File: config.mk
export PLATFORM = sky130hd
export DESIGN_NAME = pipe_stall_ctrl
export DESIGN_NICKNAME = d
export VERILOG_FILES = /design/src/rtl/pipe_ctrl_pkg.sv /design/src/rtl/hazard_detect.sv /design/src/rtl/pipe_stall_ctrl.sv
export SDC_FILE = /design/constraint.sdc
export NUM_CORES = 1
export LEC_CHECK = 0
export ABC_CLOCK_PERIOD_IN_PS = 2000
export CAP_MARGIN = 20
export CORE_AREA = 5 5 42 44
export DETAILED_ROUTE_END_ITERATION = 12
export DIE_AREA = 0 0 47 49
export DONT_BUFFER_PORTS = 1
export GPL_TIMING_DRIVEN = 0
export MAX_ROUTING_LAYER = met4
export SLEW_MARGIN = 40
export SYNTH_ARGS = -nofsm -noshare
export SYNTH_HDL_FRONTEND = slang
export SYNTH_SLANG_ARGS = --single-unit
File: constraint.sdc
create_clock -name clk -period 2 [get_ports clk]
set_input_delay 0.5 -clock clk [delete_from_list [all_inputs] [get_ports clk]]
set_output_delay 0.5 -clock clk [all_outputs]
set_load 0.02 [all_outputs]
File: src/rtl/pipe_ctrl_pkg.sv
// rtl/pipe_ctrl_pkg.sv - shared state encoding and defaults for the pipeline stall/flush sequencer
package pipe_ctrl_pkg;

    localparam int REG_AW_DEFAULT = 5;
    localparam int PERF_W_DEFAULT = 32;

    typedef logic [1:0] state_t;

    localparam state_t ST_RUN   = 2'd0;
    localparam state_t ST_DWAIT = 2'd1;
    localparam state_t ST_IDROP = 2'd2;

endpackage

File: src/rtl/hazard_detect.sv
// rtl/hazard_detect.sv - combinational load-use hazard compare between ID sources and EX load destination
module hazard_detect #(
    parameter int REG_AW = 5
) (
    input  logic [REG_AW-1:0] id_rs1,
    input  logic [REG_AW-1:0] id_rs2,
    input  logic [REG_AW-1:0] ex_rd,
    input  logic              ex_mem_read,
    output logic              lu_hazard
);

    // x0 is hardwired zero, so a load targeting it can never feed a dependent instruction
    always_comb begin
        lu_hazard = ex_mem_read && (ex_rd != '0) && ((ex_rd == id_rs1) || (ex_rd == id_rs2));
    end

endmodule

File: src/rtl/pipe_stall_ctrl.sv
// rtl/pipe_stall_ctrl.sv - stall/flush sequencer for the 5-stage core; optional stall counter under PIPE_PERF_CNT_EN
module pipe_stall_ctrl
    import pipe_ctrl_pkg::*;
#(
    parameter int REG_AW = REG_AW_DEFAULT
`ifdef PIPE_PERF_CNT_EN
    ,
    parameter int PERF_W = PERF_W_DEFAULT
`endif
) (
    input  logic              clk,
    input  logic              rst,
    input  logic [REG_AW-1:0] id_rs1,
    input  logic [REG_AW-1:0] id_rs2,
    input  logic [REG_AW-1:0] ex_rd,
    input  logic              ex_mem_read,
    input  logic              ex_branch_tkn,
    input  logic              if_ready,
    input  logic              mem_req,
    input  logic              mem_ready,
    output logic              pc_load,
    output logic              if_id_load,
    output logic              if_id_flush,
    output logic              id_ex_load,
    output logic              id_ex_flush,
    output logic              ex_mem_load,
    output logic              mem_wb_load
`ifdef PIPE_PERF_CNT_EN
    ,
    output logic [PERF_W-1:0] stall_cnt
`endif
);

    state_t state;
    state_t state_nxt;
    logic   lu_hazard;
    logic   dmem_wait;
    logic   dropping;

    hazard_detect #(
        .REG_AW (REG_AW)
    ) u_hazard_detect (
        .id_rs1      (id_rs1),
        .id_rs2      (id_rs2),
        .ex_rd       (ex_rd),
        .ex_mem_read (ex_mem_read),
        .lu_hazard   (lu_hazard)
    );

    assign dmem_wait = mem_req && !mem_ready;
    assign dropping  = (state == ST_IDROP);

    // Fixed-priority resolution: DMEM wait, taken branch, load-use, IMEM wait / stale drop, normal
    always_comb begin
        pc_load     = 1'b0;
        if_id_load  = 1'b0;
        if_id_flush = 1'b0;
        id_ex_load  = 1'b0;
        id_ex_flush = 1'b0;
        ex_mem_load = 1'b0;
        mem_wb_load = 1'b0;
        state_nxt   = ST_RUN;
        if (rst) begin
            state_nxt = ST_RUN;
        end else if (dmem_wait) begin
            state_nxt = ST_DWAIT;
        end else if (ex_branch_tkn) begin
            pc_load     = 1'b1;
            if_id_load  = 1'b1;
            if_id_flush = 1'b1;
            id_ex_load  = 1'b1;
            id_ex_flush = 1'b1;
            ex_mem_load = 1'b1;
            mem_wb_load = 1'b1;
            // a fetch still outstanding (or a drop already pending) must be discarded when it lands
            state_nxt   = (dropping || !if_ready) ? ST_IDROP : ST_RUN;
        end else if (lu_hazard) begin
            id_ex_load  = 1'b1;
            id_ex_flush = 1'b1;
            ex_mem_load = 1'b1;
            mem_wb_load = 1'b1;
            state_nxt   = (dropping && !if_ready) ? ST_IDROP : ST_RUN;
        end else if (dropping || !if_ready) begin
            if_id_load  = 1'b1;
            if_id_flush = 1'b1;
            id_ex_load  = 1'b1;
            ex_mem_load = 1'b1;
            mem_wb_load = 1'b1;
            state_nxt   = (dropping && !if_ready) ? ST_IDROP : ST_RUN;
        end else begin
            pc_load     = 1'b1;
            if_id_load  = 1'b1;
            id_ex_load  = 1'b1;
            ex_mem_load = 1'b1;
            mem_wb_load = 1'b1;
            state_nxt   = ST_RUN;
        end
    end

    // State register; reset discards any pending wait or drop
    always_ff @(posedge clk) begin
        if (rst) begin
            state <= ST_RUN;
        end else begin
            state <= state_nxt;
        end
    end

`ifdef PIPE_PERF_CNT_EN
    // Count every cycle the PC is held, wrapping naturally at the counter width
    always_ff @(posedge clk) begin
        if (rst) begin
            stall_cnt <= '0;
        end else if (!pc_load) begin
            stall_cnt <= stall_cnt + PERF_W'(1);
        end
    end
`endif

endmodule

==> impl_metrics.yaml <==
global_routing:
  grt_usage_pct: 7.08
  grt_pass1_vias: 306
  grt_pass1_wl_mm: 1.08
  grt_max_degree: 6
  overflow: 0
  antenna_found_initial: 0
setup_path:
  critPathLaunchType: "input pin"
  slowest_delay_ps: 520
  crit_family: "compound AO/OA/AOI/OAI gates"
  cp_max_fo: 4
  critical_path_class: "in2out"
  crit_required_ps: 1500
  crit_path_cell_trace: "or4_4, o21ai_2, a21oi_4, a211oi_4"
  end_kind: "primary output"
  cpMaxStageDelayCell: "or4_4"
  arrival_ps: 1590
  worst-path-buf-inv: 0
pwr:
  peakVddDrop_mv: 0.152
  netSwitchingPower_uw: 61.3
  clkPwrFrac_pct: 46.2
  powerDensity_nw_per_um2: 559
  p_int_uw: 134
  switching_share_pct: 31.4
  p_comb_share_pct: 32.2
  leakagePower_uw: 0.000123
  seqPwrFrac_pct: 21.7
cts:
  root_buffer: "clkbuf_4"
  h-tree-depth: 1
  cts_buffers: 3
  hold_buffers: 0
  cts_tree: "yes"
  clk_path_buf_depth: 2
  clkTransAtPathRegs_ps: 30
  clock-sinks: 2
  cts_setup_buffers: 0
  clock_latency_ps: 230
timing:
  finalHoldViolations: 0
  relSlewSlack_pct: 78.6
  finalCritPeriodShare_pct: 105
  fmax_ghz: 0.478
  slew_violations: 0
  rsz0062_at_grt: "yes"
  finClkSkew_ps: 3.04
  fin_ws_ps: -92.2
  period_needed_ps: 2090
  tightest_slew_ps: 320
  finalSetupViolations: 4
route:
  antenna_left: 0
  via_per_inst: 5.00
  first_iter_violations: 0
  wire_per_inst_um: 13.3
  dr.pass1.iters: 1
  drcViolationCount: 0
  wirelength_um: 731
  vias: 275
floorplan:
  start_util_pct: 20.3
  io_pins: 29
  fp.dieW_um: 47
  die_h_um: 49
  die-area_um2: 2300
  core_um2: 1400
  row_count: 14
synth:
  synth-seq-cells: 2
  postSynthAreaPerCell_um2: 7.89
  synthCells: 36
  synth_commonest_cells: "xor2_1 (6), xnor2_1 (4), a21oi_1 (3), nand2b_1 (3)"
  synthesis.area_um2: 284
  synth.area.top_cells: "xor2_1 (19%), dfxtp_1 (14%), xnor2_1 (12%), nand2b_1 (6.6%), a21oi_1 (5.3%)"
  synth_nets: 58
  synth-main-ff-cell: "dfxtp_1"
  synth-edff-count: 0
  postSynth.asyncResetShare_pct: 0
  synth_most_common_cell: "xor2_1"
  yosysSeqAreaShare_pct: 14.1
  yosysTopAreaCellShare_pct: 18.5
  ys_warn_count: 0
  yosysTopAreaCell: "xor2_1"
  ys_types: 18
finish:
  fill_cells: 171
  top_register: "state"
  nets: 63
  area_delta_synth_final_pct: 22.9
  multi_input_area_um2: 244
  seq_area_um2: 40.0
  layout-drive-gt1-share_pct: 30.8
  stdcell_count: 55
  antenna_cells: 0
  largest_register_ffs: 2
  reg_top3: "state (2)"
placed_design:
  hpwl_um: 650
  dp.cells: 52
  port_buffers: 0
  place_congestion: 0.626
  post-place-ws_ps: -170
outcome:
  outcome: "finished with violations"
  violations: "negative setup slack"
run:
  drv_cap: 0
hold_path:
  hold_path_class: "in2reg"
[final cells by class]
class	count	share of cell area, %
sequential	2	11.5
buffer	2	4.30
clock buffer	3	6.45
multi-input combinational	30	69.9
inverter	2	2.15
tap	16	5.73
[power by group through the flow]
stage | clock network [uW] | logic [uW] | registers [uW]
2_1_floorplan | 0 | 54.4 | 42.8
3_3_place_gp | 0 | 59.3 | 42.8
3_5_place_dp | 0 | 61.1 | 42.9
4_1_cts | 95.1 | 62.9 | 42.4
5_1_grt | 101 | 67.4 | 42.4
6_report | 90.1 | 62.8 | 42.3
[worst paths after layout]
path              startpoint        to  slack (ps)  cells past startpoint
setup / recovery    ex_rd[0]   pc_load         -90                      4
hold reg to reg     state[1]  state[1]         660                      3
setup reg to reg    state[0]  state[1]        1050                      3
hold / removal           rst  state[0]         350                      1
[stage by stage]
step | TNS, ps | util [%] | power, uW | cell area (um^2) | hold WS (ps)
after detailed placement | -477 | 22.2 | 104 | 312 | 577
after global placement | -450 | 22.2 | 102 | 312 | 577
final | -192 | 24.9 | 195 | 349 | 346
after floorplan | -238 | - | 97.2 | 292 | 572
after CTS | -254 | 24.4 | 200 | 342 | 340
after global routing | -304 | 24.9 | 211 | 349 | 335
[cell usage in the layout (no fill, tap or decap), drive strengths merged]
| master | count |
|---|---|
| o21ai | 1 |
| nor2 | 2 |
| o21a | 1 |
| nor3 | 2 |
| nand2b | 3 |
| a211oi | 1 |
| dfxtp | 2 |
| or4 | 1 |
| xnor2 | 4 |
| xor2 | 6 |
| a21oi | 4 |
| maj3 | 1 |
| buf | 2 |
| nand3 | 3 |
| clkbuf | 3 |
| inv | 2 |
| nand2 | 1 |
[cell families after synthesis]
logic type      synth area share, %
xor+xnor                       30.8
buf+inv                        7.93
flops                          14.1
compound gates                 18.5
fa+ha+maj                      3.52
simple gates                   25.1
[per-layer routing]
metal	wire (um)	up-vias	GRT usage (%)
li1	-	125	-
met1	222	120	5.71
met2	374	26	10.4
met3	103	4	4.06
met5	0	-	-
met4	31	0	6.91
[repair_timing]
| action | in CTS | in global routing |
|---|---|---|
| setup endpoints to repair | 4 | 4 |
| resized for setup | 2 | 1 |
| pin swaps | 1 | 0 |
Note: power is estimated with default switching activity, not from simulation.
